### src/rtl/elevador_pkg.sv
// Shared types and floor helpers for the three-floor elevator controller.
package elevador_pkg;

  typedef enum logic [1:0] {
    ST_IDLE = 2'd0,
    ST_UP   = 2'd1,
    ST_DOWN = 2'd2,
    ST_DOOR = 2'd3
  } state_t;

  localparam logic [1:0] PISO_0   = 2'd0;
  localparam logic [1:0] PISO_1   = 2'd1;
  localparam logic [1:0] PISO_2   = 2'd2;
  localparam logic [1:0] PISO_MAX = PISO_2;

  function automatic logic req_above(input logic [2:0] req, input logic [1:0] piso);
    case (piso)
      PISO_0:  return req[1] | req[2];
      PISO_1:  return req[2];
      default: return 1'b0;
    endcase
  endfunction

  function automatic logic req_below(input logic [2:0] req, input logic [1:0] piso);
    case (piso)
      PISO_1:  return req[0];
      PISO_2:  return req[0] | req[1];
      default: return 1'b0;
    endcase
  endfunction

  // One-hot floor mask; an out-of-range floor yields an empty mask.
  function automatic logic [2:0] piso_oh(input logic [1:0] piso);
    return 3'b001 << piso;
  endfunction

endpackage

### src/rtl/elevador_sinc_flanco.sv
// Two-flop synchronizer followed by a rising-edge detector; one pulse per input rise.
module sinc_flanco (
  input  logic clk,
  input  logic rst_n,
  input  logic in,
  output logic pulse
);

  logic s1, s2, s3;

  always_ff @(posedge clk or negedge rst_n) begin
    if (!rst_n) begin
      {s3, s2, s1} <= 3'b000;
    end else begin
      {s3, s2, s1} <= {s2, s1, in};
    end
  end

  assign pulse = s2 & ~s3;

endmodule

### src/rtl/elevador_ctrl.sv
// Floor-sequencing controller: latches calls, picks direction, drives motor and door.
// state   | meaning
// IDLE    | parked with door closed, choosing next action every clk
// UP/DOWN | travelling one floor per TRAVEL_TICKS ticks
// DOOR    | door open for DOOR_TICKS ticks after last in-floor press
module elevador_ctrl
  import elevador_pkg::*;
#(
  parameter int TRAVEL_TICKS = 4,
  parameter int DOOR_TICKS   = 3
) (
  input  logic       clk,
  input  logic       rst_n,
  input  logic       tick_in,
  input  logic [2:0] btn,
  output logic [1:0] piso,
  output logic       motor_up,
  output logic       motor_down,
  output logic       door_open,
  output logic [2:0] req_pending
);

  localparam int CNT_MAX = (TRAVEL_TICKS > DOOR_TICKS) ? TRAVEL_TICKS : DOOR_TICKS;
  localparam int CW      = (CNT_MAX > 1) ? $clog2(CNT_MAX) : 1;

  state_t          state, state_nxt;
  logic [1:0]      piso_nxt;
  logic [CW-1:0]   cnt, cnt_nxt;
  logic [2:0]      req, req_nxt;
  logic            last_up, last_up_nxt;
  logic            tick_p;
  logic [2:0]      oh, oh_up, oh_dn;

  sinc_flanco u_sinc (
    .clk   (clk),
    .rst_n (rst_n),
    .in    (tick_in),
    .pulse (tick_p)
  );

  always_comb begin
    state_nxt   = state;
    piso_nxt    = piso;
    cnt_nxt     = cnt;
    last_up_nxt = last_up;
    oh          = piso_oh(piso);
    oh_up       = piso_oh(piso + 2'd1);
    oh_dn       = piso_oh(piso - 2'd1);
    // An in-floor press during DOOR restarts the dwell instead of latching a call.
    req_nxt     = req | (btn & ~((state == ST_DOOR) ? oh : 3'b000));

    if (piso > PISO_MAX) begin
      state_nxt = ST_IDLE;
      piso_nxt  = PISO_0;
      cnt_nxt   = '0;
    end else begin
      case (state)
        ST_IDLE: begin
          cnt_nxt = '0;
          if (|(req & oh)) begin
            state_nxt = ST_DOOR;
            req_nxt   = req_nxt & ~oh;
          end else if (req_above(req, piso) && req_below(req, piso)) begin
            state_nxt = last_up ? ST_UP : ST_DOWN;
          end else if (req_above(req, piso)) begin
            state_nxt   = ST_UP;
            last_up_nxt = 1'b1;
          end else if (req_below(req, piso)) begin
            state_nxt   = ST_DOWN;
            last_up_nxt = 1'b0;
          end
        end
        ST_UP: begin
          if (piso == PISO_MAX) begin
            state_nxt = ST_IDLE;
            cnt_nxt   = '0;
          end else if (tick_p) begin
            if (cnt == CW'(TRAVEL_TICKS - 1)) begin
              piso_nxt = piso + 2'd1;
              cnt_nxt  = '0;
              if (|(req & oh_up)) begin
                state_nxt = ST_DOOR;
                req_nxt   = req_nxt & ~oh_up;
              end else if (!req_above(req, piso_nxt)) begin
                state_nxt = ST_IDLE;
              end
            end else begin
              cnt_nxt = cnt + 1'b1;
            end
          end
        end
        ST_DOWN: begin
          if (piso == PISO_0) begin
            state_nxt = ST_IDLE;
            cnt_nxt   = '0;
          end else if (tick_p) begin
            if (cnt == CW'(TRAVEL_TICKS - 1)) begin
              piso_nxt = piso - 2'd1;
              cnt_nxt  = '0;
              if (|(req & oh_dn)) begin
                state_nxt = ST_DOOR;
                req_nxt   = req_nxt & ~oh_dn;
              end else if (!req_below(req, piso_nxt)) begin
                state_nxt = ST_IDLE;
              end
            end else begin
              cnt_nxt = cnt + 1'b1;
            end
          end
        end
        ST_DOOR: begin
          if (|(btn & oh)) begin
            cnt_nxt = '0;
          end else if (tick_p) begin
            if (cnt == CW'(DOOR_TICKS - 1)) begin
              state_nxt = ST_IDLE;
              cnt_nxt   = '0;
            end else begin
              cnt_nxt = cnt + 1'b1;
            end
          end
        end
        default: state_nxt = ST_IDLE;
      endcase
    end
  end

  always_ff @(posedge clk or negedge rst_n) begin
    if (!rst_n) begin
      state      <= ST_IDLE;
      piso       <= PISO_0;
      cnt        <= '0;
      req        <= 3'b000;
      last_up    <= 1'b1;
      motor_up   <= 1'b0;
      motor_down <= 1'b0;
      door_open  <= 1'b0;
    end else begin
      state      <= state_nxt;
      piso       <= piso_nxt;
      cnt        <= cnt_nxt;
      req        <= req_nxt;
      last_up    <= last_up_nxt;
      motor_up   <= (state_nxt == ST_UP);
      motor_down <= (state_nxt == ST_DOWN);
      door_open  <= (state_nxt == ST_DOOR);
    end
  end

  assign req_pending = req;

endmodule

### config.mk
export PLATFORM = sky130hd
export DESIGN_NAME = elevador_ctrl
export DESIGN_NICKNAME = d
export VERILOG_FILES = /design/src/rtl/elevador_pkg.sv /design/src/rtl/elevador_sinc_flanco.sv /design/src/rtl/elevador_ctrl.sv
export SDC_FILE = /design/constraint.sdc
export NUM_CORES = 1
export LEC_CHECK = 0
export ABC_AREA = 1
export BUFFER_PORTS_ARGS = -buffer_cell sky130_fd_sc_hd__buf_2
export CORE_AREA = 2 2 56 58
export DETAILED_ROUTE_END_ITERATION = 6
export DIE_AREA = 0 0 58 60
export GPL_TIMING_DRIVEN = 0
export RECOVER_POWER = 100
export SLEW_MARGIN = 0
export SYNTH_ARGS = -nofsm -noshare
export SYNTH_HDL_FRONTEND = slang
export SYNTH_SLANG_ARGS = --single-unit
export TNS_END_PERCENT = 100
### constraint.sdc
create_clock -name clk -period 1.8 [get_ports clk]
set_input_delay 0 -clock clk [delete_from_list [all_inputs] [get_ports clk]]
set_output_delay 0 -clock clk [all_outputs]
set_load 0.005 [all_outputs]
==> results of run 1 <==
==> registers in the layout, summed over array words and instances, names as in the netlist <==
name         cells
cnt              2
door_open        1
last_up          1
motor_down       1
motor_up         1
piso             2
req_pending      3
state            2
u_sinc.s1        1
u_sinc.s2        1
u_sinc.s3        1
==> how the worst max path moves through the flow <==
stage	to	slack (ns)	cells past startpoint
2_1_floorplan	motor_up$_DFF_PN0_	0.24	10
3_3_place_gp	motor_up$_DFF_PN0_	-0.02	10
3_5_place_dp	motor_up$_DFF_PN0_	-0.05	10
4_1_cts	motor_down$_DFF_PN0_	0.0001	12
5_1_grt	motor_down$_DFF_PN0_	0.00008	12
6_report	motor_down$_DFF_PN0_	0.11	10
==> kinds of logic after synthesis <==
family	after synthesis	share of synthesized area
adders and majority gates	11	0.1118
buffers and inverters	26	0.08232
AOI/OAI and AO/OA	29	0.1220
and+or+nand+nor	102	0.3506
DFF	16	0.3262
xor gates and xnor gates	1	0.007115
==> tightest hold or removal path, cell delays in order <==
cell	delay [ns]
buf_2	0.09
a21oi_1	0.06
a31oi_1	0.13
==> stage by stage <==
stage                     cell area [um2]  worst slack [ns]  hold slack, ns  instances  power (mW)
after global routing                 1500        0.00008082         0.01901        239       2.892
after global placement               1338          -0.02459        -0.05517        231       2.081
after detailed placement             1338          -0.05353        -0.04521        231       2.102
after floorplan                      1231            0.2352         -0.2956        185       1.701
after CTS                            1406         0.0001219        0.007800        237       2.402
final                                1500            0.1074        0.008455        239       2.623
==> cell usage after synthesis (all sizes together) <==
cell type,instances
o21ai,22
ha,11
a31oi,1
o211ai,1
a21oi,4
o22ai,1
nand3,15
buf,1
dfrtp,15
nor2,19
nor3,2
dfstp,1
xor2,1
inv,25
nand2,62
nand4,4
==> power breakdown <==
part	total (mW)	switching, mW	internal [mW]
Sequential	0.660	0.164	0.496
Clock	0.266	0.143	0.124
Combinational	1.70	1.08	0.618
Total	2.62	1.39	1.24
==> cell type report <==
cell class,instances,area share
clock buffer,4,0.02419
buffer,1,0.005004
timing repair buffer,17,0.06339
sequential,16,0.2694
multi-input combinational,143,0.5446
inverter,25,0.06589
tap,33,0.02752
==> what timing repair did <==
item / CTS / global route
gates resized for setup: 4 / 21
pin swaps: 0 / 1
setup buffers: 0 / 2
setup endpoints to repair: 4 / 11
hold buffers: 2 / 0
endpoints found under the hold margin: 17 / 0
==> per-layer routing <==
layer  vias to the layer above  part of all wire  routed length [um]  GRT usage
met3                        11             0.058                 189    0.03247
met1                       556              0.44                1445     0.2573
met4                         0             0.031                 103     0.1262
li1                        635                 -                   -          -
met5                         -                 0                   0          0
met2                        54              0.47                1542     0.3214
==> results.tsv, run 1 <==
metric	value	unit
syn_inst	185	
fin_skew	0.006859	ns
multiInputGateArea	817.0	um2
min_period	1.693	ns
clock_latency	0.31	ns
wl_per_cell	13.73	um
hold-path-endpoint	req_pending[2]$_DFF_PN0_	
via_per_inst	5.255	
hold_class	in2reg	
antenna_left	0	
num_vias	1256	
io_pins	14	
place.gp.congestion	0.9024	
setup-violations-final	0	
cts_tree	yes	
slowest_delay	0.47	ns
rr_endpoint	motor_down$_DFF_PN0_	
drive_above_1_share	0.2039	
numClockSinks	16	
dp_hpwl	2364	um
synth_top_area_frac	0.3049	
yosysSeqAreaShare	0.3262	
firstDrtPassIters	4	
grt_pass1_vias	1183	
cts_root_buffer	clkbuf_4	
regArea	404.1	um2
hold_viol_final	0	
netlist_area	0.001231	mm2
setup.worst_path.class	reg2reg	
grt_first_pass_wirelength	5313	um
start_util	0.4241	
cts_buffers	3	
cp_data_arrival_time	1.90	ns
p_leak	0.7710	nW
die-area	0.003480	mm2
rows	20	
die_w	58	um
synth_top_area_cell	dfrtp_1	
max_freq	590.8	MHz
finalSetupTns	0	ns
path_cells	buf_4 > ha_4 > nand2_1 > nand3_2 > o21ai_2 > nand2_1 > nor2_1 > nand2_2 > nand2_1 > nor2_1	
drtIter0Drc	63	
wl	3281	um
grt_max_degree	17	
crit_family	simple AND/OR/NAND/NOR gates	
numPortBuffers	13	
critPathCaptureType	register	
syn-mean-instance-area	6.655	um2
drv_slew	0	
start_kind	register	
clk_pin_slew_worst_paths	0.12	ns
critical_path.max_fanout	6	
fin_crit_sh	0.9403	
synth_top_cells_by_area	dfrtp_1, nand2_1, ha_1, o21ai_0, inv_1	
worst_pin_slew	0.9543	ns
outcome	finished clean	
synth_nets	202	
layout_commonest_cell	nand2_1	
worst-path-buf-inv	1	
hold_depth	3	
cp_common_cell	nand2_1	
drc	0	
synth_warnings	0	
crit_slowest_cell	dfrtp_2	
finish.utilization	0.5168	
die_h	60	um
rr_startpoint	piso[0]$_DFFE_PN0P_	
relSlewSlack	0.3638	
nNetsFinal	224	
cap_viol_max_count	0	
grt_antenna_before_repair	0	
min_from	btn[2]	
cp-startpoint	piso[0]$_DFFE_PN0P_	
fill_cells	277	
grt_overflow	0	
antenna_cells	0	
ys_types	22	
cts_max_level	1	
ir_drop	0.001021	V
final_cell_mix	nand2_1, inv_1, o21ai_0	
rsz0062_at_grt	no	
r2r_slack	0.11	ns
p_per_area	1749	mW/mm2
required	2.01	ns
rr_worst_depth	10	
core_region_area	0.002903	mm2
grtUsageTotal	0.2026	
cts_buffer_depth	2	
syn2layout_area_growth	21.85	%
ys_ff_latch	16	
Note: power is estimated with default switching activity, not from simulation.
==> run 2: changes to the inputs <==
Settings changed: BUFFER_PORTS_ARGS -buffer_cell sky130_fd_sc_hd__buf_2 to unset, DONT_BUFFER_PORTS set to 1, SLEW_MARGIN 0 to 20.
==> run 2 against run 1 <==
  * Hold slack gained 0.097 ns
  * Maximum frequency shrank 0.51%
  * Final cell count shrank 4.6%
  * Critical endpoint is now req_pending[1]$_DFF_PN0_
  * First-iteration DRC count grew 25%
==> results.tsv, run 2 (synthesized netlist as in run 1, its figures left out) <==
metric	value	unit
critical_path.max_fanout	6	
holdWs	0.1058	ns
core_region_area	0.002903	mm2
via_per_inst	5.368	
nNetsFinal	213	
dp_slack	-0.09145	ns
fin_cells	228	
hold_class	in2reg	
min_period	1.701	ns
fin_skew	0.02203	ns
dp_hpwl	2332	um
largest_reg_flops	3	
grt_pass1_vias	1200	
num_vias	1224	
finalInstanceArea	0.001431	mm2
layout_commonest_cell	nand2_1	
firstDrtPassIters	4	
finish.utilization	0.4931	
r2r_slack	0.1	ns
setup.worst_path.class	reg2reg	
totalPowerFinal	2.463	mW
cts_buffer_depth	2	
clock_latency	0.31	ns
clk_pin_slew_worst_paths	0.13	ns
numClockSinks	16	
critPathCaptureType	register	
grt_max_degree	17	
die_h	60	um
worst_pin_slew	0.7700	ns
drtIter0Drc	79	
syn2layout_area_growth	16.26	%
min_from	btn[2]	
antenna_cells	0	
die_w	58	um
relSlewSlack	0.4850	
die-area	0.003480	mm2
rr_endpoint	req_pending[1]$_DFF_PN0_	
grtUsageTotal	0.1985	
cts_max_level	1	
cp_data_arrival_time	1.90	ns
wl_per_cell	13.63	um
hold_depth	6	
cts_tree	yes	
grt_overflow	0	
numPortBuffers	0	
start_util	0.4241	
wl	3108	um
cap_viol_max_count	0	
setup_ws	0.09874	ns
drive_above_1_share	0.1333	
dp.cells	218	
rr_startpoint	piso[1]$_DFFE_PN0P_	
grt_first_pass_wirelength	5202	um
rr_worst_depth	9	
max_freq	587.8	MHz
required	2.00	ns
cts_buffers	3	
io_pins	14	
p_per_area	1721	mW/mm2
setup-violations-final	0	
fin_crit_sh	0.9451	
outcome	finished clean	
rows	20	
start_kind	register	
cp-startpoint	piso[1]$_DFFE_PN0P_	
finalSetupTns	0	ns
p_leak	0.7387	nW
cts_root_buffer	clkbuf_4	
antenna_left	0	
grt_antenna_before_repair	0	
ir_drop	0.0009018	V
placed_area	0.001272	mm2
drv_slew	0	
place.gp.congestion	0.9634	
hold-path-endpoint	state[0]$_DFF_PN0_	
rsz0062_at_grt	yes	
drc	0	
hold_viol_final	0	
final_cell_mix	nand2_1, inv_1, o21ai_0	
run 2: cell count changes in the layout (fill, tap and decap cells not counted), sizes merged:
cell,previous run,this run
buf,12,2
clkbuf,8,4
dlygate4sd3,2,5
run 2: timing repair:
action / 4_1_cts / 5_1_grt
pin swaps: 0 / 1
buffers inserted: 0 / 1
hold endpoints to repair: 20 / 0
hold buffers: 5 / 0
setup endpoints to repair: 8 / 7
gates resized for setup: 6 / 12
run 2: final cells by class:
type	instances	area, um2
Buffer	1	7.507
Multi-Input combinational cell	143	785.8
Fill cell	281	1471
Inverter	25	98.84
Clock buffer	4	36.28
Tap cell	33	41.29
Sequential cell	16	404.1
Timing Repair Buffer	6	57.56
run 2: report_power, final:
| group | switching [mW] | internal, mW |
|---|---|---|
| registers | 0.185 | 0.496 |
| logic | 0.986 | 0.529 |
| clock network | 0.142 | 0.123 |
run 2: critical path, cell delays in order, from the launching register on:
cell,delay [ns]
dfrtp_2,0.50
inv_4,0.11
ha_4,0.18
nand2_1,0.14
nand3_2,0.17
nand3_1,0.09
o21ai_0,0.19
nand3_1,0.10
nand2_1,0.06
inv_1,0.04
run 2: how the worst max path moves through the flow:
stage	slack [ns]	endpoint
after floorplan	0.24	motor_up$_DFF_PN0_
after global placement	-0.06	motor_up$_DFF_PN0_
after detailed placement	-0.09	motor_up$_DFF_PN0_
after CTS	0.02	motor_down$_DFF_PN0_
after global routing	-0.02	motor_down$_DFF_PN0_
final	0.1	req_pending[1]$_DFF_PN0_
run 2: routing by layer:
metal  routed length [um]  track usage  vias up
met1                 1421       0.2361      570
li1                     -            -      614
met5                    0            0        -
met4                   91       0.1362        0
met3                  125      0.03680        9
met2                 1469       0.3247       31
